## src/rtl/prog_logic_func_unit.sv

```systemverilog
// Runtime-programmable multi-output truth-table unit: N_OUT functions of N_IN inputs,
// loaded beat-by-beat into a shadow buffer and committed atomically, with a 1-stage eval pipe.
module prog_logic_func_unit #(
  parameter int N_IN  = 5,
  parameter int N_OUT = 4,
  parameter int CFG_W = 8,
  parameter logic [N_OUT*(2**N_IN)-1:0] INIT_TT = '0,
  localparam int TT     = 2**N_IN,
  localparam int BEATS  = TT / CFG_W,
  localparam int SEL_W  = (N_OUT > 1) ? $clog2(N_OUT) : 1,
  localparam int BCNT_W = (BEATS > 1) ? $clog2(BEATS) : 1
) (
  input  logic             clk,
  input  logic             rst,
  input  logic             in_valid,
  output logic             in_ready,
  input  logic [N_IN-1:0]  in_data,
  output logic             out_valid,
  input  logic             out_ready,
  output logic [N_OUT-1:0] out_data,
  input  logic             cfg_valid,
  output logic             cfg_ready,
  input  logic [SEL_W-1:0] cfg_sel,
  input  logic [CFG_W-1:0] cfg_data,
  input  logic             cfg_abort,
  output logic             cfg_busy,
  output logic             cfg_done
);

  typedef enum logic {IDLE, LOAD} state_t;

  state_t                      state_q, state_d;
  logic [BCNT_W-1:0]           beat_cnt_q, beat_cnt_d;
  logic [SEL_W-1:0]            sel_q, sel_d;
  logic [TT-1:0]               shadow_q, shadow_d;
  logic [N_OUT-1:0][TT-1:0]    active_q, active_d;
  logic                        done_q, done_d;
  logic                        out_valid_q, out_valid_d;
  logic [N_OUT-1:0]            out_data_q, out_data_d;

  logic                        commit_en;
  logic [SEL_W-1:0]            commit_sel;
  logic                        accept;
  logic [N_OUT-1:0]            lookup;

  assign in_ready  = !out_valid_q || out_ready;
  assign accept    = in_valid && in_ready;
  assign out_valid = out_valid_q;
  assign out_data  = out_data_q;
  assign cfg_ready = ~rst;
  assign cfg_busy  = (state_q == LOAD);
  assign cfg_done  = done_q;

  // Lookups read the registered active tables, so an eval on the commit edge sees the old table.
  generate
    for (genvar gi = 0; gi < N_OUT; gi++) begin : g_lookup
      assign lookup[gi] = active_q[gi][in_data];
    end
  endgenerate

  always_comb begin
    out_valid_d = out_valid_q;
    out_data_d  = out_data_q;
    if (accept) begin
      out_valid_d = 1'b1;
      out_data_d  = lookup;
    end else if (out_valid_q && out_ready) begin
      out_valid_d = 1'b0;
    end
  end

  always_comb begin
    state_d    = state_q;
    beat_cnt_d = beat_cnt_q;
    sel_d      = sel_q;
    shadow_d   = shadow_q;
    active_d   = active_q;
    done_d     = 1'b0;
    commit_en  = 1'b0;
    commit_sel = sel_q;

    if (state_q == IDLE) begin
      if (cfg_valid) begin
        shadow_d[CFG_W-1:0] = cfg_data;
        sel_d               = cfg_sel;
        if (BEATS == 1) begin
          commit_en  = 1'b1;
          commit_sel = cfg_sel;
        end else begin
          beat_cnt_d = BCNT_W'(1);
          state_d    = LOAD;
        end
      end
    end else begin
      // Abort takes priority; a beat presented alongside it is dropped.
      if (cfg_abort) begin
        beat_cnt_d = '0;
        state_d    = IDLE;
      end else if (cfg_valid) begin
        shadow_d[int'(beat_cnt_q)*CFG_W +: CFG_W] = cfg_data;
        if (beat_cnt_q == BCNT_W'(BEATS-1)) begin
          commit_en  = 1'b1;
          beat_cnt_d = '0;
          state_d    = IDLE;
        end else begin
          beat_cnt_d = beat_cnt_q + 1'b1;
        end
      end
    end

    // Out-of-range selects match no channel: the load completes without touching any table.
    if (commit_en) begin
      done_d = 1'b1;
      for (int k = 0; k < N_OUT; k++) begin
        if (commit_sel == SEL_W'(k)) active_d[k] = shadow_d;
      end
    end
  end

  always_ff @(posedge clk or posedge rst) begin
    if (rst) begin
      state_q     <= IDLE;
      beat_cnt_q  <= '0;
      sel_q       <= '0;
      shadow_q    <= '0;
      active_q    <= INIT_TT;
      done_q      <= 1'b0;
      out_valid_q <= 1'b0;
      out_data_q  <= '0;
    end else begin
      state_q     <= state_d;
      beat_cnt_q  <= beat_cnt_d;
      sel_q       <= sel_d;
      shadow_q    <= shadow_d;
      active_q    <= active_d;
      done_q      <= done_d;
      out_valid_q <= out_valid_d;
      out_data_q  <= out_data_d;
    end
  end

endmodule

```

## config.mk

```make
export PLATFORM = sky130hd
export DESIGN_NAME = prog_logic_func_unit
export DESIGN_NICKNAME = d
export VERILOG_FILES = /design/src/rtl/prog_logic_func_unit.sv
export SDC_FILE = /design/constraint.sdc
export NUM_CORES = 1
export LEC_CHECK = 0
export CAP_MARGIN = 20
export CORE_MARGIN = 5
export CORE_UTILIZATION = 30
export DETAILED_ROUTE_END_ITERATION = 7
export SYNTH_ARGS = -nofsm -noshare
export SYNTH_HDL_FRONTEND = slang
export SYNTH_SLANG_ARGS = --single-unit
```

## constraint.sdc

```tcl
create_clock -name clk -period 17 [get_ports clk]
set_input_delay 3.4 -clock clk [delete_from_list [all_inputs] [get_ports clk]]
set_output_delay 3.4 -clock clk [all_outputs]
set_load 0.01 [all_outputs]
```

* After elaboration in Yosys (flattened, before gate mapping)
Cells that the tools add are included.
** Cells by class
- Add/subtract/negate cells :: 2
- Order comparisons :: 1
- Bitwise logic cells :: 2
- Mux-type cells :: 31
- Reduce and logical (&&, ||, !) cells :: 14
- Shift operators :: 2
- Eq/ne operators :: 4
** Operators with widths (count)
- 32-bit two-way mux :: 2
- 5-bit negation with 33-bit output :: 1
- 8-bit by 33-bit variable shift with 32-bit output (first input constant) :: 1
- 8-bit by 33-bit variable part select with 32-bit output :: 1
- 32-bit bitwise mux :: 1
- 24-bit two-way mux :: 1
- 1-bit binary-select mux with 5-bit select :: 4
- 1-bit two-way mux :: 16
- 8-bit two-way mux :: 2
- 2-bit AND reduction :: 6
- 2-bit two-way mux :: 5
- 2-bit equality test (second input constant) :: 3
- 5-bit by 6-bit less-than comparator with 1-bit output (second input constant) :: 1
- 2-bit nonzero test :: 3
- 2-bit by 1-bit adder with 2-bit output (second input constant) :: 1
- 2-bit by 1-bit equality test with 1-bit output (second input constant) :: 1
- 1-bit logical AND :: 2
- 2-bit logical NOT :: 1
- 1-bit inverter :: 2
- 1-bit logical NOT :: 1
- 1-bit logical OR :: 1
** Word-level totals
- Bits of input ports :: 21
- Register bits :: 171
- Output and inout bits :: 9
- Word-level logic and storage cells :: 67

* Logic depth before layout (Yosys ltp)
- Word-level depth :: 6
- Mapped depth :: 8
- Gate-level depth less buffers :: 7

* Worst setup path after synthesis
No wires, ideal clock.
- Path type :: input -> output
- From :: in rst
- To :: out cfg_ready
- Arrival :: 6.949 ns
- Buffers on the path :: 0
- Data required time :: 13.600 ns
- Slack :: 6.651 ns
- Cell stages on the path :: 1
- Cell sequence :: inv_1
** Between the ends
- Word-level cells in the longest chain between the ends :: 1
** RTL lines
- start: declaration :: RTL line 14 : input logic rst,
- 1-bit inverter :: RTL line 50 : assign cfg_ready = ~rst;
- end: declaration :: RTL line 22 : output logic cfg_ready,
Every way passes these cells.

* Worst setup path after layout
Same ends and word-level chain as after synthesis.

==> results by group <==
Synth
  • Average size of a mapped cell: 10.74 µm²
  • Synth top area cells: dfrtp_1, mux2i_1, mux2_2, a21oi_1, nand2_1
  • Top cell type's share of synthesized area: 55.14%
  • Synth unique cells: 41
  • Yosys warns: 0
  • Sequential area share after synthesis: 55.14%
  • Synth Flop Type: dfrtp_1
  • Yosys reg bits: 170
  • Gate Count Post-Synth: 718
  • Post-synth EDFFs: 0
  • Commonest cells post-synth: dfrtp_1, a21oi_1, nand2_1
  • Syn nets: 744
  • Most frequent cell after synthesis: dfrtp_1
  • Synth area leader: dfrtp_1
  • Mapped Area: 0.007715 mm²
  • Asr flop ratio synth: 100.0%

Min path
  • Hold Crit Class: reg2reg
  • Worst hold stages: 2
  • Hold_sp: active_q[127]
  • Worst min-delay path endpoint: active_q[127]

Floorplan
  • Core Area: 0.02525 mm²
  • Row count: 58
  • Die height: 170.4 µm
  • # IOs: 30
  • Starting density of the core: 30.55%
  • Width of the die: 170.4 µm
  • DIE AREA: 0.02902 mm²

Clock network
  • H-Tree Depth: 4
  • Clk Tree Root Cell: clkbuf_16
  • Clock sinks: 170
  • CTS buffer count: 17
  • Worst-path clk slew: 60 ps
  • Postcts setup bufs: 0
  • Hold buffer count at cts: 0
  • Max clock buf depth: 2
  • Post-CTS Resized: 0
  • CTS tree: done
  • Worst-Skew Late Latency: 420 ps

Finish
  • Area growth from synthesis to final layout: 14.60%
  • Final Non-Filler Cells: 1075
  • Layout cell share with drive strength beyond 1: 13.02%
  • Design Area, Final: 0.008841 mm²
  • Final core utilization: 35.01%
  • # fillers: 2582
  • Number of antenna diodes: 0
  • Final #Nets: 758

Global route
  • Wire length of the first global-routing pass: 29820 µm
  • Total gr overflow: 0
  • Initial antenna violation count: 0
  • Number of global-route vias before repair: 5138
  • Global-route usage over all layers: 13.33%
  • Largest net degree at the start of global routing: 66

Timing
  • Period utilization: 49.01%
  • Final setup vio count: 0
  • RSZ-0062 raised after global routing: no
  • Final hold violation count: 0
  • Final worst setup slack: 8668 ps
  • Layout Skew: 11.15 ps
  • Slew Limit Headroom: 36.89%
  • Final hold slack: 479.8 ps
  • Slew Viols, Final: 0
  • Worst-Margin Slew: 946.7 ps
  • Setup total negative slack: 0 ps
  • Post-route minimum period: 8332 ps
  • Peak Freq: 120.0 MHz

Pwr
  • PD cells: 113.3 mW/mm²
  • Leak: 4.187 nW
  • Overall power: 1.001 mW
  • Peak supply drop: 0.06486 mV

Placed design
  • Dpl cell area: 0.008297 mm²
  • HPWL Detailed: 12190 µm
  • Placed cell count: 1042
  • Pre-CTS setup slack: 8622 ps
  • Placer Congestion: 0.7549
  • I/O Buffers: 29

Route
  • Via/cell ratio: 4.884
  • DRC: 0
  • DRT Pass-1 Iters: 5
  • Detailed Route Iter0 Violations: 336
  • WL per Instance: 17.32 µm
  • Final antenna-violating net count: 0
  • Final wirelength: 18620 µm
  • Total number of vias: 5250

Worst setup path
  • R2r endpoint: active_q[63]
  • Crit start category: primary input
  • WS Path Type: in2out
  • Crit end category: primary output
  • FF-to-FF setup slack: 14310 ps
  • Worst-path fanout max: 48
  • CP required: 13600 ps
  • Reg2reg start: beat_cnt_q[0]
  • CP Data Arrival Time: 4930 ps
  • Worst R2R Path Depth: 6

Run
  • Max-Cap Viols: 0

Status
  • Status: finished, final reports clean
flip-flops by register name, indices dropped and copies added (netlist names):
name        cells
active_q      128
beat_cnt_q      2
cfg_busy        1
cfg_done        1
commit_sel      2
out_data        4
out_valid       1
shadow_q       31
power breakdown:
group / switching (mW) / internal (mW) / total (mW)
logic: 0.0945 / 0.0664 / 0.161
registers: 0.0265 / 0.454 / 0.480
clock network: 0.160 / 0.200 / 0.360
total: 0.281 / 0.721 / 1.00
final cells by class:
class / instances / area, µm² / share of cell area, %
Inverter: 29 / 113.9 / 1.288
Tap cell: 330 / 412.9 / 4.670
Timing Repair Buffer: 41 / 390.4 / 4.416
Clock inverter: 12 / 100.1 / 1.132
Sequential cell: 170 / 4254 / 48.12
Clock buffer: 20 / 436.7 / 4.939
Multi-Input combinational cell: 473 / 3133 / 35.44
metal layers:
metal	GRT usage (%)	vias up	routed length (µm)
met4	3.507	0	261
met1	19.31	2609	9316
met2	20.10	73	8379
li1	-	2551	-
met5	0	-	0
met3	3.206	17	663
how the worst max path moves through the flow:
| stage | startpoint | end | slack, ps | depth (start not counted) |
|---|---|---|---|---|
| 2_1_floorplan | rst | cfg_ready | 6650 | 1 |
| 3_3_place_gp | rst | cfg_ready | 8580 | 3 |
| 3_5_place_dp | rst | cfg_ready | 8620 | 3 |
| 4_1_cts | rst | cfg_ready | 8610 | 3 |
| 5_1_grt | rst | cfg_ready | 8510 | 3 |
| 6_report | rst | cfg_ready | 8670 | 3 |
kinds of logic after synthesis:
family	synth area share (%)
and+or+nand+nor	10.27
adders and majority gates	0.8109
AOI/OAI and AO/OA	15.76
muxes	13.53
buffers and inverters	4.492
DFF	55.14
placed cells by master, fill, tap and decap left out, drive strengths merged, types with 3 or more instances in the layout:
master         netlist  final
nand2b               7      7
nand3                3      3
o22ai                4      4
a221oi               8      8
a21oi               82     82
buf                 25     13
a22o                 8      8
clkinv               0      7
o41ai                4      4
and3                 7      7
clkdlybuf4s50        0     28
mux2                34     34
inv                 29     30
o21ai               48     48
nor2b               11     11
a211oi               9      9
nor3                 5      5
ha                   5      5
clkinvlp             0      3
nand2               73     73
nor2                56     56
clkbuf              21     20
a22oi               30     30
mux2i               66     66
dfrtp              170    170
critical path, cell delays in order:
cell,delay [ps]
clkdlybuf4s50_1,470
inv_6,380
clkdlybuf4s50_1,660
No activity file was read; power rests on OpenSTA's default activity.
